$ cat src/rtl/banco_registro_multi.sv
`timescale 1ns/1ps
`default_nettype none
// ============================================================================
// Module      : banco_registro_multi
// Description : Parametrised register bank with N read ports, optional
//               registered reads with write-first bypass, and a sequenced
//               bulk clear that zeroes one entry per cycle while busy.
// Revision    : 1.0 - initial release
// ============================================================================
module banco_registro_multi #(
  parameter int BIT_ADDR  = 3,
  parameter int BIT_DATO  = 8,
  parameter int N_RD      = 2,
  parameter int READ_SYNC = 0
) (
  input  logic                     clk,
  input  logic                     rst,
  input  logic                     wr_en,
  input  logic [BIT_ADDR-1:0]      wr_addr,
  input  logic [BIT_DATO-1:0]      wr_data,
  output logic                     wr_ack,
  input  logic                     clr,
  output logic                     busy,
  input  logic [N_RD*BIT_ADDR-1:0] rd_addr,
  output logic [N_RD*BIT_DATO-1:0] rd_data
);

  localparam int                  NREG     = 2**BIT_ADDR;
  localparam logic [BIT_ADDR-1:0] PTR_LAST = BIT_ADDR'(NREG - 1);

  typedef enum logic [0:0] {
    S_IDLE  = 1'b0,
    S_CLEAR = 1'b1
  } state_t;

  state_t              state_q;
  logic [BIT_ADDR-1:0] ptr_q;
  logic [BIT_DATO-1:0] mem_q [NREG];
  logic                wr_ack_q;
  logic                wr_accept;

  // Writes are only taken while the clear sequencer is idle; others are dropped.
  assign wr_accept = wr_en && (state_q == S_IDLE);
  assign busy      = (state_q == S_CLEAR);
  assign wr_ack    = wr_ack_q;

  // Clear sequencer: walks the pointer over every entry once, and acks writes.
  always_ff @(posedge clk or negedge rst) begin
    if (!rst) begin
      state_q  <= S_IDLE;
      ptr_q    <= '0;
      wr_ack_q <= 1'b0;
    end else begin
      wr_ack_q <= wr_accept;
      case (state_q)
        S_IDLE: begin
          if (clr) begin
            state_q <= S_CLEAR;
            ptr_q   <= '0;
          end
        end
        S_CLEAR: begin
          ptr_q <= ptr_q + BIT_ADDR'(1);
          if (ptr_q == PTR_LAST) begin
            state_q <= S_IDLE;
          end
        end
        default: state_q <= S_IDLE;
      endcase
    end
  end

  // Storage array: accepted writes and clear-pointer zeroing never coincide.
  always_ff @(posedge clk or negedge rst) begin
    if (!rst) begin
      for (int i = 0; i < NREG; i++) begin
        mem_q[i] <= '0;
      end
    end else begin
      if (wr_accept) begin
        mem_q[wr_addr] <= wr_data;
      end
      if (state_q == S_CLEAR) begin
        mem_q[ptr_q] <= '0;
      end
    end
  end

  generate
    if (READ_SYNC != 0) begin : g_rd_sync
      for (genvar k = 0; k < N_RD; k++) begin : g_port
        logic [BIT_ADDR-1:0] addr;
        logic [BIT_DATO-1:0] rd_q;

        assign addr = rd_addr[k*BIT_ADDR +: BIT_ADDR];

        // Registered read: same-cycle write wins, then the entry being cleared.
        always_ff @(posedge clk or negedge rst) begin
          if (!rst) begin
            rd_q <= '0;
          end else if (wr_accept && (wr_addr == addr)) begin
            rd_q <= wr_data;
          end else if ((state_q == S_CLEAR) && (ptr_q == addr)) begin
            rd_q <= '0;
          end else begin
            rd_q <= mem_q[addr];
          end
        end

        assign rd_data[k*BIT_DATO +: BIT_DATO] = rd_q;
      end
    end else begin : g_rd_comb
      for (genvar k = 0; k < N_RD; k++) begin : g_port
        assign rd_data[k*BIT_DATO +: BIT_DATO] = mem_q[rd_addr[k*BIT_ADDR +: BIT_ADDR]];
      end
    end
  endgenerate

endmodule
`default_nettype wire

$ cat config.mk
export PLATFORM = sky130hd
export DESIGN_NAME = banco_registro_multi
export DESIGN_NICKNAME = d
export VERILOG_FILES = /design/src/rtl/banco_registro_multi.sv
export SDC_FILE = /design/constraint.sdc
export NUM_CORES = 1
export LEC_CHECK = 0
export CORE_ASPECT_RATIO = 1.1
export CORE_MARGIN = 3
export CORE_UTILIZATION = 40
export DETAILED_ROUTE_END_ITERATION = 10
export PLACE_DENSITY = 0.65
export SYNTH_ARGS = -nofsm -noshare
export SYNTH_HDL_FRONTEND = slang
export SYNTH_SLANG_ARGS = --single-unit
$ cat constraint.sdc
create_clock -name clk -period 2.73 [get_ports clk]
set_input_delay 0.819 -clock clk [delete_from_list [all_inputs] [get_ports clk]]
set_output_delay 0.819 -clock clk [all_outputs]
set_load 0.005 [all_outputs]
After elaboration in Yosys (flattened, before gate mapping)
Cells that the tools add are included.
{"block": "word_totals", "ff_bits": 69, "latch_bits": 0, "ram_bits": 0, "mem_bits_ro": 0, "out_inout_bits": 18, "elab_cells": 48, "n_memories": 0}
{"block": "classes", "n_addsub": 1, "mul": 0, "div_mod_pow": 0, "magnitude_cmp": 6, "n_eq_ne": 2, "n_shift": 0, "mux": 18, "n_bitwise": 7, "n_reduce_logical": 3}
{"op": "$mux W64", "count": 2}
{"op": "$and A64 B64 Y64", "count": 1}
{"op": "$bwmux W64", "count": 1}
{"op": "$not A64 Y64", "count": 1}
{"op": "$bmux W8 S3", "count": 2}
{"op": "$demux W8 S3", "count": 2}
{"op": "$mux W8", "count": 6}
{"op": "$ge A4 B4 Y1 const B", "count": 4}
{"op": "$not A3 Y4", "count": 4}
{"op": "$lt A4 B1 Y1 const B", "count": 2}
{"op": "$pmux W3 S2", "count": 1}
{"op": "$add A3 B1 Y3 const B", "count": 1}
{"op": "$eq A3 B3 Y1 const B", "count": 1}
{"op": "$logic_and A1 B1 Y1", "count": 3}
{"op": "$mux W3", "count": 1}
{"op": "$mux W1", "count": 2}
{"op": "$ne A2 B2 Y1 const B", "count": 1}
{"op": "$pmux W1 S2", "count": 1}
{"op": "$not A1 Y1", "count": 1}

Depth between registers and ports, before layout
{"block": "logic_depth", "ltp_word": 9, "depth_mapped": 6, "ltp_nobuf": 4}

Worst setup path before layout
Ideal clock, no wire load.
{"block": "synth_timing", "path_type": "input-to-output", "startpoint": "input rd_addr[2]", "endpoint": "output rd_data[1]", "t_arrival_ns": 1.871, "required_ns": 1.911, "path_slack_ns": 0.040, "stages": 4, "n_path_buf": 2, "path_cell_list": "buf_2 -> clkbuf_1 -> mux4_2 -> mux2_2"}
{"block": "synth_between", "elab_chain_cells": 4}
{"item": "start, declared", "line": "24", "text": "input logic [N_RD*BIT_ADDR-1:0] rd_addr,"}
{"item": "$not A3 Y4 (implied by the code)", "line": "114", "text": "assign rd_data[k*BIT_DATO +: BIT_DATO] = mem_q[rd_addr[k*BIT_ADDR +: BIT_ADDR]];"}
{"item": "$bmux W8 S3", "line": "114"}
{"item": "$mux W8 (implied by the code) (2 in a row)", "line": "114"}
{"item": "end, declared", "line": "25", "text": "output logic [N_RD*BIT_DATO-1:0] rd_data"}
No other way between the ends. The select of a mux whose other input is x is not followed.

Worst setup path in the final report
{"block": "layout_timing", "startpoint": "input rd_addr[1]", "endpoint": "output rd_data[6]"}
The elaborated chain is that of the path after synthesis.

==> results by group <==
Placement
  – Pre-CTS setup slack: -0.962 ns
  – Port-buffer cells: 38
  – Placed cell count: roughly 520
  – Post-placement cell area: between 4000 and 5000 µm²
  – Placed wire-length estimate: about 8400 µm
  – Placer congestion estimate: around 0.81

Timing
  – Setup-failing EPs final: 16
  – RSZ-0062 raised after global routing: true
  – Fin. max-slew vios: 0
  – Minimum clock period: 2.90 ns
  – Worst-Margin Slew: 0.661 ns
  – Max-Slew Margin vs Limit: 0.559
  – Final setup margin: -0.167 ns
  – Fmax: between 0.3 and 0.4 GHz
  – Final hold vios: 0
  – Setup TNS: -1.56 ns
  – Period Utilization, post-route: 1.06
  – Clock skew: 0.00755 ns

Logic synthesis
  – Syn Area/Cell: between 10 and 15 µm²
  – Post-synth cell types: 27
  – Register area share after synthesis: 0.419
  – Synth Register Bits: 69
  – Synthesized area: 4120 µm²
  – Synthesized net count: slightly above 400
  – Post-Synthesis Cells: ~390
  – Yosys warnings: 0

Clocking
  – CTS Buf Count: 9
  – CTS max path bufs: 2
  – Clock latency on the worst-skew pair: 0.36 ns
  – Root buffer cell: clkbuf_8
  – CTS tree: built
  – Clk pin slew, worst setup/hold paths: about 0.09 ns
  – H-tree depth: 3
  – Hold buffer count at CTS: 0
  – CTS sink count: around 70

Floorplanning
  – IO Count: 39
  – Initial Utilization: 0.415
  – Core Area: 9940 µm²
  – Full die area: about 12000 µm²
  – Die Ht: about 110 µm
  – Die W: approximately 100 µm
  – Row count: 38

Global routing
  – Grt ovf: 0
  – Antenna violations before repair: 0
  – Total global-route track usage: 0.233
  – GR peak layer: met2
  – Largest net degree at the start of global routing: 33
  – First-pass GRT wire length: 19800 µm
  – Vias in the first global route: between 3k and 4k
  – Routing usage on met3: 0.0677
  – Met1 usage: 0.315
  – GRT met2 Usage: 0.343

Layout
  – Most frequent cells in the layout: dfrtp_1, nand2_1, o21ai_0, nand3_1, mux4_2
  – Non-filler instance count after layout: roughly 560
  – Post-layout nets: 454
  – Ant diodes: 0
  – Final design utilization: 0.512
  – Final Cell Area: 5080 µm²
  – Commonest non-fill, non-tap cell in the layout: dfrtp_1
  – Area growth syn-to-layout: 23.5%
  – Share of layout cells above drive strength 1: 0.294

Routing
  – Via Count: around 3.5k
  – Post-route ant nets: 0
  – Router iterations before antenna repair: 5
  – Mean routed wirelength per cell: approximately 23 µm
  – Vias per inst: slightly above 6
  – Detailed Route WL: 12600 µm
  – DRT iter0 DRCs: roughly 320
  – Drt drc: 0

Worst setup path
  – Register-to-Register Path Depth: 3
  – Reg2reg end: mem_q[57]
  – WP data required: around 1.9 ns
  – Worst setup SP type: primary input
  – R2r startpoint: ptr_q[2]
  – Crit path depth: 6
  – Crit path max-delay family: multiplexers
  – Crit Path Category: primary input to primary output
  – Slowest-stage cell, CP: mux4_2
  – Critical path cell sequence: buf_12 -> buf_12 -> buf_8 -> mux4_2 -> mux2_4 -> buf_6
  – Crit-path max cell delay: 0.51 ns
  – Critical path peak fanout: 5
  – Worst Path Arrival: around 2.1 ns
  – CP Capture Type: primary output
  – Reg2reg setup slack: about 1.1 ns
  – CP Buf/Inv Count: 4
  – Cell mode on critical path: buf_12

Power
  – Static leakage: roughly 2.1 nW
  – Power Dens Cells: 843 nW/µm²
  – Max VDD drop: about 0.53 mV

Status
  – Status: finished with violations
  – Violated checks: setup timing

Run
  – Max Cap Viol: 0

Min path
  – Worst min path class: primary input to async pin
[state kept, by name (all words and copies together) (netlist names)]
register,count
busy,1
ptr_q,3
wr_ack,1
mem_q,64
[cells in the mapped netlist]
| cell type | instances | area [µm²] |
|---|---|---|
| mux4_2 | 2 | 45.0 |
| o21ai_0 | 63 | 315 |
| mux2_2 | 17 | 191 |
| nand2b_1 | 2 | 12.5 |
| a21oi_1 | 1 | 5.00 |
| clkbuf_1 | 33 | 124 |
| o21ai_1 | 3 | 15.0 |
| nand4b_1 | 3 | 26.3 |
| and3_1 | 1 | 6.26 |
| ha_1 | 2 | 25.0 |
| and2_1 | 2 | 12.5 |
| and2_0 | 6 | 37.5 |
| dfrtp_1 | 69 | 1730 |
| nand3_1 | 61 | 305 |
| buf_1 | 5 | 18.8 |
| or4b_1 | 1 | 10.0 |
| nor2_1 | 2 | 7.51 |
| buf_12 | 2 | 40.0 |
| buf_6 | 2 | 22.5 |
| and3b_1 | 2 | 17.5 |
| nand4bb_1 | 3 | 33.8 |
| buf_2 | 7 | 35.0 |
| nor2b_1 | 2 | 12.5 |
| nor3b_2 | 1 | 12.5 |
| nand4_1 | 4 | 25.0 |
| mux4_1 | 30 | 788 |
| nand2_1 | 66 | 248 |
[where the power goes]
part	total, mW	switching (mW)	internal, mW
Sequential	1.74	0.358	1.38
Clock	0.962	0.444	0.517
Combinational	1.59	0.738	0.848
Total	4.29	1.54	2.75
[worst max-delay path by stage]
stage,from,to,slack (ns)
after floorplan,rd_addr[2],rd_data[1],0.04
after global placement,rd_addr[1],rd_data[0],-0.94
after detailed placement,rd_addr[4],rd_data[10],-0.96
after CTS,rd_addr[4],rd_data[14],-0.16
after global routing,rd_addr[1],rd_data[6],-0.18
final,rd_addr[1],rd_data[6],-0.17
[metal layers]
layer,up-vias,part of all wire
met5,-,0
li1,1489,-
met2,216,0.46
met1,1705,0.39
met4,0,0.049
met3,46,0.10
[cells by family after synthesis]
family                   count (synthesis)  share of synthesized area
AO/OA/AOI/OAI                           67                     0.0814
multiplexers                            49                      0.249
flip-flops                              69                      0.419
buffers and inverters                   49                     0.0583
AND/OR/NAND/NOR                        156                      0.186
adder cells (fa/ha/maj)                  2                    0.00607
[final cells by class]
cell class	instances	area [µm²]
multi-input cells	274	2100
fillers	895	4850
clock inverters	7	97.6
clock buffers	9	124
well taps	120	150
repair buffers	77	882
flip-flops and latches	69	1730
[metrics by stage]
step           power [mW]  hold WS, ns
3_5_place_dp         3.13        0.533
5_1_grt              4.52        0.514
2_1_floorplan        2.51        0.498
3_3_place_gp         3.07        0.511
4_1_cts              4.26        0.497
6_report             4.29        0.484
[timing repair]
| item | CTS | global route |
|---|---|---|
| hold endpoints to repair | 0 | 0 |
| pin swaps | 0 | 0 |
| endpoints found under the setup margin | 16 | 16 |
| gates resized for setup | 167 | 2 |
| buffers inserted | 14 | 1 |
| cloned | 3 | 0 |
(Power assumes the default switching activity.)
